<file path="config.mk">
export PLATFORM = sky130hd
export DESIGN_NAME = updown_counter_mod_flat
export DESIGN_NICKNAME = d
export VERILOG_FILES = /design/src/rtl/updown_counter_mod_if.sv /design/src/rtl/updown_counter_mod.sv /design/src/flat_wrapper.sv
export SDC_FILE = /design/constraint.sdc
export NUM_CORES = 1
export LEC_CHECK = 0
export BUFFER_PORTS_ARGS = -buffer_cell sky130_fd_sc_hd__buf_2
export CAP_MARGIN = 20
export CORE_MARGIN = 8
export CORE_UTILIZATION = 50
export DETAILED_ROUTE_END_ITERATION = 8
export MAX_ROUTING_LAYER = met4
export PLACE_DENSITY = 0.85
export SYNTH_ARGS = -nofsm -noshare
export SYNTH_HDL_FRONTEND = slang
export SYNTH_SLANG_ARGS = --single-unit
</file>
<file path="constraint.sdc">
create_clock -name clk5m -period 2.2 [get_ports clk5m]
set_input_delay 0.22 -clock clk5m [delete_from_list [all_inputs] [get_ports clk5m]]
set_output_delay 0.22 -clock clk5m [all_outputs]
set_load 0.01 [all_outputs]
</file>
<file path="src/rtl/updown_counter_mod_if.sv">
// Control/status bundle for updown_counter_mod: the master drives the count controls,
// the slave (the counter) returns the count and its status flags.
interface updown_counter_mod_if #(
  parameter int unsigned WIDTH = 10
);
  logic             clr;
  logic             load;
  logic [WIDTH-1:0] data_in;
  logic             en;
  logic             updn;
  logic [WIDTH-1:0] cmp_val;
  logic [WIDTH-1:0] cnt;
  logic             tc;
  logic             ovf;
  logic             cmp_hit;
  logic             at_min;
  logic             at_max;

  modport master (
    output clr, load, data_in, en, updn, cmp_val,
    input  cnt, tc, ovf, cmp_hit, at_min, at_max
  );

  modport slave (
    input  clr, load, data_in, en, updn, cmp_val,
    output cnt, tc, ovf, cmp_hit, at_min, at_max
  );
endinterface

</file>
<file path="src/rtl/updown_counter_mod.sv">
// Modulo up/down counter (0..MAX_VAL) with sync clear/load, prescaled enable,
// wrap or saturate at the boundaries, terminal-count pulse and sticky boundary flag.
module updown_counter_mod #(
  parameter int unsigned WIDTH   = 10,
  parameter int unsigned MAX_VAL = 1595,
  parameter int unsigned PRESC   = 1,
  parameter int unsigned SAT     = 0
) (
  input  logic                 clk5m,
  input  logic                 rst_n,
  updown_counter_mod_if.slave  bus
);

  // A MAX_VAL that does not fit in WIDTH bits falls back to the full WIDTH-bit range.
  localparam logic [WIDTH-1:0] MaxVal =
      (MAX_VAL > (2 ** WIDTH) - 1) ? {WIDTH{1'b1}} : WIDTH'(MAX_VAL);
  localparam bit Saturate = (SAT != 0);

  logic [WIDTH-1:0] cnt_q, cnt_d;
  logic             tc_q, tc_d;
  logic             ovf_q, ovf_d;
  logic             tick;

  if (PRESC > 1) begin : g_presc
    localparam int unsigned PW = $clog2(PRESC);
    localparam logic [PW-1:0] PrescLast = PW'(PRESC - 1);

    logic [PW-1:0] presc_q, presc_d;

    assign tick = bus.en && (presc_q == PrescLast);

    always_comb begin
      presc_d = presc_q;
      if (bus.clr || bus.load) begin
        presc_d = '0;
      end else if (bus.en) begin
        presc_d = (presc_q == PrescLast) ? '0 : presc_q + 1'b1;
      end
    end

    always_ff @(posedge clk5m or negedge rst_n) begin
      if (!rst_n) begin
        presc_q <= '0;
      end else begin
        presc_q <= presc_d;
      end
    end
  end else begin : g_no_presc
    assign tick = bus.en;
  end

  // Boundary is tested before the add/subtract so a MaxVal below the natural
  // 2^WIDTH-1 rollover still wraps correctly.
  always_comb begin
    cnt_d = cnt_q;
    tc_d  = 1'b0;
    ovf_d = ovf_q;
    if (bus.clr) begin
      cnt_d = '0;
      ovf_d = 1'b0;
    end else if (bus.load) begin
      cnt_d = (bus.data_in > MaxVal) ? MaxVal : bus.data_in;
    end else if (tick) begin
      if (!bus.updn) begin
        if (cnt_q == MaxVal) begin
          tc_d  = 1'b1;
          ovf_d = 1'b1;
          if (!Saturate) cnt_d = '0;
        end else begin
          cnt_d = cnt_q + 1'b1;
        end
      end else begin
        if (cnt_q == '0) begin
          tc_d  = 1'b1;
          ovf_d = 1'b1;
          if (!Saturate) cnt_d = MaxVal;
        end else begin
          cnt_d = cnt_q - 1'b1;
        end
      end
    end
  end

  always_ff @(posedge clk5m or negedge rst_n) begin
    if (!rst_n) begin
      cnt_q <= '0;
      tc_q  <= 1'b0;
      ovf_q <= 1'b0;
    end else begin
      cnt_q <= cnt_d;
      tc_q  <= tc_d;
      ovf_q <= ovf_d;
    end
  end

  assign bus.cnt     = cnt_q;
  assign bus.tc      = tc_q;
  assign bus.ovf     = ovf_q;
  assign bus.cmp_hit = (cnt_q == bus.cmp_val);
  assign bus.at_min  = (cnt_q == '0);
  assign bus.at_max  = (cnt_q == MaxVal);

endmodule

</file>
<file path="src/flat_wrapper.sv">
// flat-port wrapper written by rule: the top's interface ports become plain ports
module updown_counter_mod_flat 
#(
  parameter int unsigned WIDTH   = 10,
  parameter int unsigned MAX_VAL = 1595,
  parameter int unsigned PRESC   = 1,
  parameter int unsigned SAT     = 0
)
  (clk5m, rst_n, bus_clr, bus_load, bus_data_in, bus_en, bus_updn, bus_cmp_val, bus_cnt, bus_tc, bus_ovf, bus_cmp_hit, bus_at_min, bus_at_max);
  updown_counter_mod_if #(.WIDTH(WIDTH)) bus_i ();
  input  logic clk5m;
  input  logic rst_n;
  input wire logic [$bits(bus_i.clr)-1:0] bus_clr;
  input wire logic [$bits(bus_i.load)-1:0] bus_load;
  input wire logic [$bits(bus_i.data_in)-1:0] bus_data_in;
  input wire logic [$bits(bus_i.en)-1:0] bus_en;
  input wire logic [$bits(bus_i.updn)-1:0] bus_updn;
  input wire logic [$bits(bus_i.cmp_val)-1:0] bus_cmp_val;
  output wire logic [$bits(bus_i.cnt)-1:0] bus_cnt;
  output wire logic [$bits(bus_i.tc)-1:0] bus_tc;
  output wire logic [$bits(bus_i.ovf)-1:0] bus_ovf;
  output wire logic [$bits(bus_i.cmp_hit)-1:0] bus_cmp_hit;
  output wire logic [$bits(bus_i.at_min)-1:0] bus_at_min;
  output wire logic [$bits(bus_i.at_max)-1:0] bus_at_max;
  assign bus_i.clr = bus_clr;
  assign bus_i.load = bus_load;
  assign bus_i.data_in = bus_data_in;
  assign bus_i.en = bus_en;
  assign bus_i.updn = bus_updn;
  assign bus_i.cmp_val = bus_cmp_val;
  assign bus_cnt = bus_i.cnt;
  assign bus_tc = bus_i.tc;
  assign bus_ovf = bus_i.ovf;
  assign bus_cmp_hit = bus_i.cmp_hit;
  assign bus_at_min = bus_i.at_min;
  assign bus_at_max = bus_i.at_max;
  updown_counter_mod #(.WIDTH(WIDTH), .MAX_VAL(MAX_VAL), .PRESC(PRESC), .SAT(SAT)) u_core (.clk5m(clk5m), .rst_n(rst_n), .bus(bus_i));
endmodule
</file>
==> results of run 1 <==
## worst max-delay path: stages (launching register included)
cell     delay (ps)
dfrtp_1         620
nand4_1         240
nor3_1          480
buf_2           230
## synth_stat cells (2+ instances only)
master	instances
clkbuf_1	7
ha_1	2
inv_1	8
nand2b_1	2
nand4_1	4
o21a_1	3
dfrtp_1	12
nor4_1	3
nand2_1	13
xnor2_1	10
o22ai_1	2
nor2b_1	4
or2_2	2
nor3b_1	2
or3_1	2
o21ai_0	6
o31ai_1	4
xor2_1	5
nor3_1	8
nor2_1	11
nand3_1	4
a21oi_1	9
a31o_2	2
a211oi_1	2
buf_2	2
## routing by layer
| metal | track usage, % | vias to the layer above |
|---|---|---|
| li1 | - | 644 |
| met5 | - | - |
| met2 | 30.4 | 78 |
| met4 | 8.72 | 0 |
| met3 | 4.98 | 13 |
| met1 | 21.0 | 629 |
## power by group through the flow
stage | registers, mW | logic (mW) | clock network (mW)
after floorplan | 0.265 | 0.175 | 0
after global placement | 0.254 | 0.277 | 0
after detailed placement | 0.255 | 0.285 | 0
after CTS | 0.250 | 0.287 | 0.186
after global routing | 0.253 | 0.321 | 0.194
final | 0.251 | 0.293 | 0.183
## cell usage in the layout (no fill, tap or decap), types with 4 or more instances in the layout
cell type and instances:
buf_2 40, nand2_1 13, dfrtp_1 12, nor2_1 11, xnor2_1 10, a21oi_1 9, buf_4 9, inv_1 8
nor3_1 8, o21ai_0 6, xor2_1 5, nand3_1 4, nand4_1 4, nor2b_1 4, o31ai_1 4
## timing repair
item,CTS,global route
gates resized for setup,0,3
hold buffers,1,0
hold endpoints to repair,12,0
setup endpoints to repair,0,2
## registers in the layout, summed over array words and instances, names as in the netlist
register,cells
u_core.bus.cnt,10
u_core.bus.ovf,1
u_core.bus.tc,1
## final timing paths
check	slack (ps)	endpoint
max	130	bus_at_max
min in group asynchronous	350	u_core.bus.cnt[4]
max reg2reg	210	u_core.bus.cnt[9]
min	180	u_core.bus.cnt[2]
max in group asynchronous	1610	u_core.bus.cnt[7]
min reg2reg	500	u_core.bus.ovf
## cell type report
class,instances,area [sq um]
clock buffer,4,36.3
sequential,12,300
multi-input combinational,122,800
fill,195,733
tap,28,35.0
inverter,8,30.0
timing repair buffer,50,278
## kinds of logic (layout without fill, tap and decap cells)
group / Yosys count / after routing / share of synthesized area [%]
adders and majority gates: 2 / 2 / 2.13
xor gates and xnor gates: 15 / 15 / 11.2
buffers and inverters: 19 / 62 / 7.25
and+or+nand+nor: 64 / 64 / 29.7
AOI/OAI and AO/OA: 40 / 40 / 23.2
DFF: 12 / 12 / 25.6
muxes: 1 / 1 / 0.853
## metrics by stage
stage	area, sq um	hold slack, ps	power [mW]	instances
4_1_cts	1470	180	0.724	224
3_3_place_gp	1420	117	0.531	219
5_1_grt	1480	186	0.767	224
3_5_place_dp	1420	120	0.539	219
2_1_floorplan	1170	-75.6	0.440	153
6_report	1480	182	0.727	224
==> summary.txt, run 1 <==
Placement
  • Placed wire-length estimate: 2920 microns
  • Place WS: 135 ps
  • PortBufs: 40
  • Final weighted congestion in routability-driven placement: 0.996

Final layout
  • Inserted Diodes: 0
  • Layout overhead on the synthesized area: 26.0%
  • Final Util: 66.9%
  • Total number of nets in the final design: 225
  • Fraction of final layout cells sized beyond drive strength 1: 32.1%

CTS
  • Setup fix buffers added after clock tree synthesis: 0
  • H-tree depth: 1
  • Buffer levels on the longest clock path: 2
  • Number of sinks handled by clock tree synthesis: 12
  • TritonCTS clock tree: yes
  • Latest clock arrival within the worst-skew pair: 280 ps
  • Total clock buffers created by CTS: 3
  • Clock transition time at the flip-flop clock pins of the worst setup and hold paths: 80 ps
  • Master cell of the clock root buffer: clkbuf_4

Worst hold path
  • Worst Hold Depth: 3
  • Kind of path behind the tightest hold check: in -> reg
  • Startpoint of the tightest hold check path: bus_data_in[2]

Route
  • Iter 0 DRT Violations: 85
  • Sum of routed wire segments on met1: 1510 microns
  • Residual antenna-violating net count after detailed routing: 0
  • Per-cell via count in the routed design: 6.09
  • Average wire per cell in the routed design: 16.7 microns
  • Met3 routed WL: 385 microns
  • Total vias in the final route: 1,364
  • Final routed wirelength across all metal layers: 3750 microns
  • Max Used Layer: met4
  • First-pass iteration count of the detailed router: 4
  • WL met2: 1770 microns
  • Residual DRC count: 0

Synth
  • Async set-reset flop share out of synthesis: 100%
  • Post-synthesis cell type with the largest combined area: dfrtp_1
  • Part of the Yosys area used for sequential elements: 25.6%
  • Ranking of synthesized cells by area: dfrtp_1 26%, xnor2_1 7.5%, nand2_1 4.2%
  • Netlist area before placement: 1170 sq um
  • Number of flops mapped to enable cells by yosys: 0
  • Count of state elements after synthesis: 12
  • Mean instance size in the synthesized netlist: 7.67 sq um
  • Net count of the mapped netlist: 181
  • Gate count after technology mapping: 153
  • Share of the synthesized area in the top cell type: 25.6%
  • Total of warnings raised by yosys: 0
  • Synth cell types: 49
  • Top FF cell, synth: dfrtp_1

Power
  • Power per cell area: 491 nW/um^2
  • Relative contribution of combinational cells to total power: 40.3%
  • Total internal power: 0.468 mW
  • Switch share: 35.6%
  • Proportion of power drawn by flip-flops and latches: 34.5%
  • Worst vdd ir: 0.441 mV
  • Switch Pwr: 0.258 mW
  • Pleak: 0.680 nW
  • Portion of total power attributed to the clock network: 25.1%

STA
  • Max Fclk: 482 MHz
  • Min Tclk post-route: 2070 ps
  • Final Hold Vio Count: 0
  • Slew Limit Headroom: 63.2%
  • Pins over their slew limit: 0
  • Tightest Pin Transition: 547 ps
  • Setup tns final: 0 ps
  • Final setup slack of the worst path: 127 ps
  • Setup repair after global routing missed its margin: no
  • Setup Viol. Count Final: 0
  • Worst-case clock skew: 2.65 ps
  • Share of the cycle needed by the critical path after routing: 94.2%

Die
  • Horiz. Die Dim: 64.5 microns
  • Count of standard-cell rows: 17
  • I/O pin count: 41
  • Chip Height: 64.5 microns
  • Die Footprint: 4150 sq um
  • Area of the core region: 2210 sq um
  • Initial Util: 53.1%

GRT
  • Remaining Overflow, GRT: 0
  • Global router's overall resource usage: 18.7%
  • Pin count of the biggest net entering global routing: 21
  • Via count of the first global-routing pass: 1,349
  • Number of antenna violations at the first check in global routing: 0
  • Wire length of the first global-routing pass: 6150 microns

Worst setup path
  • Critical Path Start Type: flip-flop
  • Number of cell instances on the worst register-to-register path: 5
  • Critical Path Source: u_core.bus.cnt[4]
  • Worst-path fanout max: 13
  • R2r startpoint: u_core.bus.cnt[6]
  • Crit path arrival time: 1850 ps
  • Setup crit end kind: primary output
  • Type of the worst setup path: reg -> out
  • Required time reported for the critical path endpoint: 1980 ps

Run status
  • Run status: finished, final reports clean

Run
  • # Max-Cap Violations: 0
Note: power is estimated with default switching activity, not from simulation.
==> inputs of run 2 (changes only) <==
==> constraint.sdc (replaced) <==
create_clock -name clk5m -period 2 [get_ports clk5m]
set_input_delay 0.2 -clock clk5m [delete_from_list [all_inputs] [get_ports clk5m]]
set_output_delay 0.2 -clock clk5m [all_outputs]
set_load 0.01 [all_outputs]
==> run 2 against run 1 <==
Clock power increased by 11%. Power grew 16%. Utilization grew 3.5 points. Sequential cell count stayed put. Worst setup slack got worse by 97 ps. Register-to-register slack got worse by 180 ps. Non-clock buffer count rose by 5. Routed wire length up 10%. Die area did not move. Combinational power grew 24%. Clock-buffer cell count is the same. Worst hold slack worse by 9.3 ps.
==> summary.txt, run 2 (synthesized netlist as in run 1, its figures left out) <==
Run status
  • Run status: finished, final reports clean

STA
  • Pins over their slew limit: 0 (unchanged)
  • Setup tns final: 0 ps (unchanged)
  • Final setup slack of the worst path: 29.2 ps (-97.3 ps)
  • Share of the cycle needed by the critical path after routing: 98.5%
  • Max Fclk: 507 MHz
  • Tightest Pin Transition: 355 ps (-192 ps)
  • Min Tclk post-route: 1970 ps
  • Setup Viol. Count Final: 0 (unchanged)
  • Slew Limit Headroom: 76.3% (+13 points)
  • Final Hold Vio Count: 0 (unchanged)
  • Worst-case clock skew: 6.11 ps (+3.46 ps)

Power
  • Power per cell area: 540 nW/um^2 (+9.9%)
  • PnR Total Power: 0.840 mW (+16%)
  • Pleak: 0.706 nW (+3.9%)
  • Worst vdd ir: 0.386 mV (-13%)

Final layout
  • Seq. cell area: 304 sq um (+1.3%)
  • Number of fill cells: 199 (+2.1%)
  • Total number of nets in the final design: 230 (+2.2%)
  • Fraction of final layout cells sized beyond drive strength 1: 38.8% (+6.7 points)
  • Inserted Diodes: 0 (unchanged)
  • Largest register FFs: 10 (unchanged)
  • Final Util: 70.4% (+3.5 points)
  • Most frequent cells in the layout: 40 x buf_2, 14 x buf_4, 13 x nand2_1, 11 x nor2_1, 10 x xnor2_1
  • Commonest non-fill, non-tap cell in the layout: buf_2
  • Area of the multi-input gates: 836 sq um (+4.5%)
  • Layout overhead on the synthesized area: 32.6%

GRT
  • Via count of the first global-routing pass: 1,426 (+5.7%)
  • Wire length of the first global-routing pass: 6820 microns (+11%)
  • Remaining Overflow, GRT: 0 (unchanged)
  • Pin count of the biggest net entering global routing: 21 (unchanged)
  • Global router's overall resource usage: 20.5% (+1.8 points)
  • Number of antenna violations at the first check in global routing: 0 (unchanged)

Worst hold path
  • Startpoint of the tightest hold check path: bus_data_in[2]
  • End point of the most critical hold path: u_core.bus.cnt[2]
  • Worst Hold Depth: 3 (unchanged)
  • Kind of path behind the tightest hold check: in -> reg

Route
  • Sum of routed wire segments on met1: 1590 microns (+5.6%)
  • Residual antenna-violating net count after detailed routing: 0 (unchanged)
  • Average wire per cell in the routed design: 18.1 microns (+8.1%)
  • Total vias in the final route: 1,413 (+3.6%)
  • Iter 0 DRT Violations: 153 (+80%)
  • Max Used Layer: met4
  • Per-cell via count in the routed design: 6.17 (+1.3%)
  • Met3 routed WL: 449 microns (+17%)
  • WL met2: 1960 microns (+11%)
  • First-pass iteration count of the detailed router: 5 (+1)
  • Final routed wirelength across all metal layers: 4140 microns (+10%)
  • Residual DRC count: 0 (unchanged)

CTS
  • Latest clock arrival within the worst-skew pair: 280 ps (about the same)
  • Total clock buffers created by CTS: 3 (unchanged)
  • Buffer levels on the longest clock path: 2 (unchanged)
  • Master cell of the clock root buffer: clkbuf_4
  • H-tree depth: 1 (unchanged)
  • Clock transition time at the flip-flop clock pins of the worst setup and hold paths: 90 ps (about the same)
  • Number of sinks handled by clock tree synthesis: 12 (unchanged)
  • TritonCTS clock tree: yes

Worst setup path
  • Reg-to-reg critical path endpoint: u_core.bus.cnt[9]
  • Type of the worst setup path: reg -> reg
  • Required time reported for the critical path endpoint: 2150 ps (+170 ps)
  • R2r startpoint: u_core.bus.cnt[6]
  • Crit path arrival time: 2120 ps (+270 ps)
  • Worst-path fanout max: 6 (-7)
  • Number of cell instances on the worst register-to-register path: 5 (unchanged)
  • Setup crit end kind: flip-flop
  • Setup slack of the most critical reg-to-reg path: 30 ps (-180 ps)
  • Critical Path Start Type: flip-flop

Die
  • Count of standard-cell rows: 17 (unchanged)
  • Area of the core region: 2210 sq um (unchanged)
  • I/O pin count: 41 (unchanged)
  • Horiz. Die Dim: 64.5 microns (unchanged)
  • Chip Height: 64.5 microns (unchanged)
  • Initial Util: 53.1% (unchanged)
  • Die Footprint: 4150 sq um (unchanged)

Placement
  • Place WS: 27.7 ps (-107 ps)
  • Final weighted congestion in routability-driven placement: 0.944 (-5.2%)
  • PortBufs: 40 (unchanged)
  • Placed wire-length estimate: 3040 microns (+4.1%)

Run
  • # Max-Cap Violations: 0 (unchanged)
## run 2: per-stage QoR
step | hold slack [ps] | area [sq um] | instances
5_1_grt | 193 | 1560 | 229
3_5_place_dp | 101 | 1470 | 223
2_1_floorplan | -95.6 | 1190 | 153
3_3_place_gp | 99.3 | 1470 | 223
4_1_cts | 172 | 1510 | 228
6_report | 173 | 1560 | 229
## run 2: area by class of cell
| cell class | count | share of cell area (%) |
|---|---|---|
| clock buffer | 4 | 2.33 |
| inverter | 8 | 1.93 |
| multi-input combinational | 122 | 53.7 |
| sequential | 12 | 19.5 |
| tap | 28 | 2.25 |
| timing repair buffer | 55 | 20.3 |
## run 2: per-layer routing
layer / up-vias / GRT usage (%)
met5: - / -
met4: 0 / 9.54
met3: 20 / 4.12
met2: 101 / 32.0
met1: 639 / 24.8
li1: 653 / -
## run 2: worst max path at each step
| stage | start | endpoint | slack [ps] | cells past startpoint |
|---|---|---|---|---|
| 2_1_floorplan | u_core.bus.cnt[0] | u_core.bus.cnt[1] | 6 | 7 |
| 3_3_place_gp | u_core.bus.cnt[6] | u_core.bus.cnt[7] | 100 | 5 |
| 3_5_place_dp | u_core.bus.cnt[6] | u_core.bus.cnt[9] | 30 | 5 |
| 4_1_cts | u_core.bus.cnt[6] | u_core.bus.cnt[9] | 8 | 5 |
| 5_1_grt | u_core.bus.cnt[6] | u_core.bus.cnt[9] | -10 | 5 |
| 6_report | u_core.bus.cnt[6] | u_core.bus.cnt[9] | 30 | 5 |
## run 2: critical path: stages (launching register included)
cell and delay [ps]:
dfrtp_2 420, or4_4 570, or2_4 280, or4_1 410, nand3_1 90, o22ai_1 70
## run 2: what timing repair did
action | 4_1_cts | 5_1_grt
hold buffers | 1 | 0
setup buffers | 0 | 1
resized for setup | 0 | 10
setup endpoints to repair | 0 | 9
endpoints found under the hold margin | 12 | 0
## run 2: power breakdown
group	total [mW]	internal, mW	switching, mW
registers	0.273	0.260	0.0128
clock network	0.203	0.111	0.0919
logic	0.364	0.161	0.204
total	0.840	0.532	0.308
